==> config.mk <==
export PLATFORM = sky130hd
export DESIGN_NAME = ram_frame_streamer
export DESIGN_NICKNAME = d
export VERILOG_FILES = /design/src/rtl/ram_frame_streamer.sv
export SDC_FILE = /design/constraint.sdc
export NUM_CORES = 1
export LEC_CHECK = 0
export CELL_PAD_IN_SITES_DETAIL_PLACEMENT = 1
export CELL_PAD_IN_SITES_GLOBAL_PLACEMENT = 1
export CORE_ASPECT_RATIO = 2
export CORE_MARGIN = 5
export CORE_UTILIZATION = 45
export CTS_BUF_LIST = sky130_fd_sc_hd__clkbuf_8
export CTS_CLUSTER_DIAMETER = 200
export DETAILED_ROUTE_END_ITERATION = 10
export PLACE_DENSITY_LB_ADDON = 0.1
export SYNTH_ARGS = -nofsm -noshare
export SYNTH_HDL_FRONTEND = slang
export SYNTH_SLANG_ARGS = --single-unit
==> constraint.sdc <==
create_clock -name clk -period 5.9 [get_ports clk]
set_input_delay 1.18 -clock clk [delete_from_list [all_inputs] [get_ports clk]]
set_output_delay 1.18 -clock clk [all_outputs]
set_load 0.05 [all_outputs]
==> src/rtl/ram_frame_streamer.sv <==
// ram_frame_streamer: reads a finished frame out of the frame RAM in raster order and streams it over valid/ready with a running checksum
module ram_frame_streamer #(
    parameter int DATA_W = 8,
    parameter int ADDR_W = 16
) (
    input  logic              clk,
    input  logic              rst,
    input  logic              start,
    output logic [ADDR_W-1:0] RAM_A,
    output logic              RAM_OE,
    input  logic [DATA_W-1:0] RAM_Q,
    output logic [DATA_W-1:0] out_data,
    output logic              out_valid,
    input  logic              out_ready,
    output logic              out_last,
    output logic              busy,
    output logic              frame_done,
    output logic [15:0]       checksum
);
    typedef enum logic [1:0] {IDLE, RUN, DRAIN, DONE} state_t;
    localparam logic [ADDR_W-1:0] ADDR_MAX = '1;
    state_t            state_q, state_d;
    logic              start_d_q;
    logic [ADDR_W-1:0] addr_q, addr_d;
    logic              inflight_q, inflight_d, inflight_last_q, inflight_last_d;
    logic [1:0]        count_q, count_d, keep, level;
    logic [DATA_W-1:0] data0_q, data0_d, data1_q, data1_d;
    logic              last0_q, last0_d, last1_q, last1_d;
    logic [15:0]       checksum_q, checksum_d;
    logic              trigger, pop;
    assign trigger    = start && !start_d_q;
    assign out_valid  = count_q != 2'd0;
    assign out_data   = data0_q;
    assign out_last   = out_valid && last0_q;
    assign pop        = out_valid && out_ready;
    assign busy       = state_q == RUN || state_q == DRAIN;
    assign frame_done = state_q == DONE;
    assign RAM_A      = state_q == RUN ? addr_q : '0;
    assign checksum   = checksum_q;
    assign keep       = count_q - {1'b0, pop};
    assign level      = keep + {1'b0, inflight_q};
    // Read issue, FIFO push/pop, checksum accumulation and frame sequencing
    always_comb begin
        state_d         = state_q;
        addr_d          = addr_q;
        RAM_OE          = state_q == RUN && level <= 2'd1;
        inflight_d      = RAM_OE;
        inflight_last_d = RAM_OE && addr_q == ADDR_MAX;
        data0_d         = pop ? data1_q : data0_q;
        last0_d         = pop ? last1_q : last0_q;
        data1_d         = data1_q;
        last1_d         = last1_q;
        if (inflight_q && keep == 2'd0) begin
            data0_d = RAM_Q;
            last0_d = inflight_last_q;
        end
        if (inflight_q && keep == 2'd1) begin
            data1_d = RAM_Q;
            last1_d = inflight_last_q;
        end
        count_d    = level;
        checksum_d = pop ? checksum_q + 16'(out_data) : checksum_q;
        case (state_q)
            IDLE: if (trigger) begin
                state_d    = RUN;
                addr_d     = '0;
                checksum_d = '0;
                count_d    = '0;
                data0_d    = '0;
                data1_d    = '0;
                last0_d    = 1'b0;
                last1_d    = 1'b0;
            end
            RUN: if (RAM_OE) begin
                addr_d  = addr_q == ADDR_MAX ? addr_q : addr_q + ADDR_W'(1);
                state_d = addr_q == ADDR_MAX ? DRAIN : RUN;
            end
            DRAIN: state_d = pop && out_last ? DONE : DRAIN;
            default: state_d = IDLE;
        endcase
    end
    // State registers with asynchronous clear
    always_ff @(posedge clk or posedge rst) begin
        if (rst) begin
            state_q         <= IDLE;
            start_d_q       <= 1'b0;
            addr_q          <= '0;
            inflight_q      <= 1'b0;
            inflight_last_q <= 1'b0;
            count_q         <= '0;
            data0_q         <= '0;
            data1_q         <= '0;
            last0_q         <= 1'b0;
            last1_q         <= 1'b0;
            checksum_q      <= '0;
        end else begin
            state_q         <= state_d;
            start_d_q       <= start;
            addr_q          <= addr_d;
            inflight_q      <= inflight_d;
            inflight_last_q <= inflight_last_d;
            count_q         <= count_d;
            data0_q         <= data0_d;
            data1_q         <= data1_d;
            last0_q         <= last0_d;
            last1_q         <= last1_d;
            checksum_q      <= checksum_d;
        end
    end
endmodule

==> results.txt <==
CTS Sinks - 57
RSZ-0062 raised after global routing - no
Avg Inst Size Synth - 9.26 um^2
DP Cell Count - 506
Initial antenna violation count - 0
Max-slew violations - 0
Clock slew at reported path FFs - 0.07 ns
Clock Path Buffers - 2
Post-cts hold buffer count - 0
Final Non-Filler Cells - 522
WL/cell - 18.4 um
Status - complete, no violations
Post-synth EDFFs - 0
Async SR Flop Fraction - 100%
Clock latency on the worst-skew pair - 0.35 ns
CP Launch Type - input pin
WS Path Type - in2out
Pleak - 1.84 nW
Vias per cell - 5.72
Most frequent cells in the layout - dfrtp_1, clkdlybuf4s50_1, nor2_1
Total GRT Usage - 21.3%
Fin crit period - 4.53 ns
Wire length of the first global-routing pass - 16,200 um
Reg2Reg Setup Slack - 2.57 ns
Pre-antenna DRT Iters - 4
Synth Cell Area - 0.00343 mm^2
Initial Util - 45.7%
Setup Buffers After CTS - 0
Post-cts sizing count - 0
Num ports - 57
Die H - 133 um
Hold Fails Final Rpt - 0
Post-synthesis sequential area ratio - 41.6%
Vias in the first global route - 3,212
Achievable Freq - 0.221 GHz
Maximum VDD drop - 0.000378 V
Mapped Nets - 398
Share of cells above drive strength 1 - 9.81%
Final Cycle Share - 76.8%
CP Capture Type - output pin
CORE AREA - 0.00749 mm^2
Register area - 0.00143 mm^2
Post-synth top flop - dfrtp_1
Final RePlAce weighted congestion - 0.843
Cell row count - 45
Synth Register Bits - 57
Critical Path Fanout Max - 21
Area of the multi-input gates - 0.00187 mm^2
H-tree depth - 3
Nets - 451
Setup violations, final - 0
Pwr per Cell Area - 567 mW/mm^2
Die span in x - 71.7 um
Post-route DRC - 0
Routed Antenna Nets - 0
Commonest non-fill, non-tap cell in the layout - dfrtp_1
Hold Crit Class - reg2reg
Vias post-DR - 2,986
Gr ovfl total - 0
Skew final - 0.0124 ns
Ys Warns - 0
Worst-Margin Slew - 1.06 ns
Fin Setup TNS - 0 ns
Num CTS Buffers - 9
Clock tree from TritonCTS - yes
Routed WL - 9600 um
Initial DRC Count - 196
CP Data Required Time - 4.72 ns
Die area - 0.00956 mm^2
Slew HR - 28.9%
CTS root buf - clkbuf_8
Largest net degree at the start of global routing - 58
Layout area overhead - 25.8%
Distinct cells, synth - 48
Antenna Cells - 0
Fill cells - 878
I/O Buffers - 56
Worst Path Arrival - 3.35 ns
Max_cap viols - 0
Cells after synthesis - 370
DP Wirelength - 6580 um
==> registers in the layout (all words and copies together), names as in the netlist, 2 cells and up <==
signal    cells
addr_q       16
checksum     16
data1_q       8
out_data      8
count_q       2
state_q       2
==> worst max-delay path, stage by stage <==
cell,delay (ns)
clkdlybuf4s50_1,0.43
nand2_1,0.07
buf_4,0.25
inv_1,0.10
ha_1,0.30
inv_1,0.07
ha_1,0.15
xor3_2,0.31
nor2_1,0.22
buf_4,0.25
==> power by group <==
group	internal (mW)	leakage (nW)	total [mW]	switching, mW
combinational	0.467	0.963	1.32	0.851
clock	0.303	0.131	0.471	0.168
sequential	0.518	0.748	0.654	0.136
==> cell families after synthesis <==
group | synth area share [%]
AND/OR/NAND/NOR | 24.7
AO/OA/AOI/OAI | 15.6
flip-flops | 41.6
buffers and inverters | 3.94
XOR/XNOR | 4.57
adder cells (fa/ha/maj) | 6.06
multiplexers | 3.51
==> Yosys cell counts (3+ instances only) <==
| cell | n | area share (%) |
|---|---|---|
| a21oi_1 | 12 | 1.8 |
| dfrtp_1 | 57 | 42 |
| inv_1 | 15 | 1.6 |
| and3_1 | 4 | 0.73 |
| a31oi_1 | 4 | 0.73 |
| nand2_1 | 47 | 5.1 |
| o21ai_0 | 9 | 1.3 |
| o211ai_1 | 4 | 0.88 |
| and4_1 | 3 | 0.77 |
| a21o_1 | 3 | 0.66 |
| a311oi_1 | 11 | 2.8 |
| clkbuf_1 | 15 | 1.6 |
| xnor2_1 | 15 | 3.8 |
| nand3_1 | 10 | 1.5 |
| mux2i_1 | 12 | 3.5 |
| and2_1 | 17 | 3.1 |
| nand4_1 | 6 | 1.1 |
| nor3_1 | 8 | 1.2 |
| a211oi_1 | 6 | 1.3 |
| ha_1 | 15 | 5.5 |
| nor4_2 | 4 | 1.5 |
| a31o_2 | 3 | 0.77 |
| nor2_1 | 52 | 5.7 |
| or2_2 | 3 | 0.55 |
==> through the flow <==
stage / area (um^2) / total power, mW / hold slack (ns) / worst slack, ns / util, %
after floorplan: 3430 / 1.59 / 0.486 / 1.63 / -
after global placement: 4060 / 1.92 / 0.503 / 1.51 / 54.2
after detailed placement: 4060 / 1.97 / 0.523 / 1.39 / 54.2
after CTS: 4310 / 2.46 / 0.538 / 1.37 / 57.5
after global routing: 4310 / 2.59 / 0.578 / 1.23 / 57.5
final: 4310 / 2.44 / 0.533 / 1.37 / 57.5
==> final cells by class <==
| class | count | share of cell area (%) |
|---|---|---|
| Sequential cell | 57 | 33.1 |
| Clock inverter | 5 | 2.38 |
| Multi-Input combinational cell | 280 | 43.3 |
| Clock buffer | 11 | 3.51 |
| Inverter | 15 | 1.31 |
| Timing Repair Buffer | 60 | 13.6 |
| Tap cell | 94 | 2.73 |
==> metal layers <==
| layer | track usage, % | up-vias | routed length (um) |
|---|---|---|---|
| met4 | 8.16 | 0 | 203 |
| li1 | - | 1422 | - |
| met3 | 3.10 | 15 | 338 |
| met2 | 36.0 | 57 | 5010 |
| met5 | 0 | - | 0 |
| met1 | 26.9 | 1492 | 4050 |
==> worst paths after layout <==
check                           startpoint  cells past startpoint            to
worst max-delay path             out_ready                     10        RAM_OE
worst min-delay path            data1_q[3]                      2    data1_q[3]
worst max register to register  count_q[1]                     12    addr_q[12]
worst min register to register  data1_q[3]                      2    data1_q[3]
max in group asynchronous              rst                      3   checksum[0]
min in group asynchronous              rst                      3  checksum[13]
Note: power is estimated with default switching activity, not from simulation.
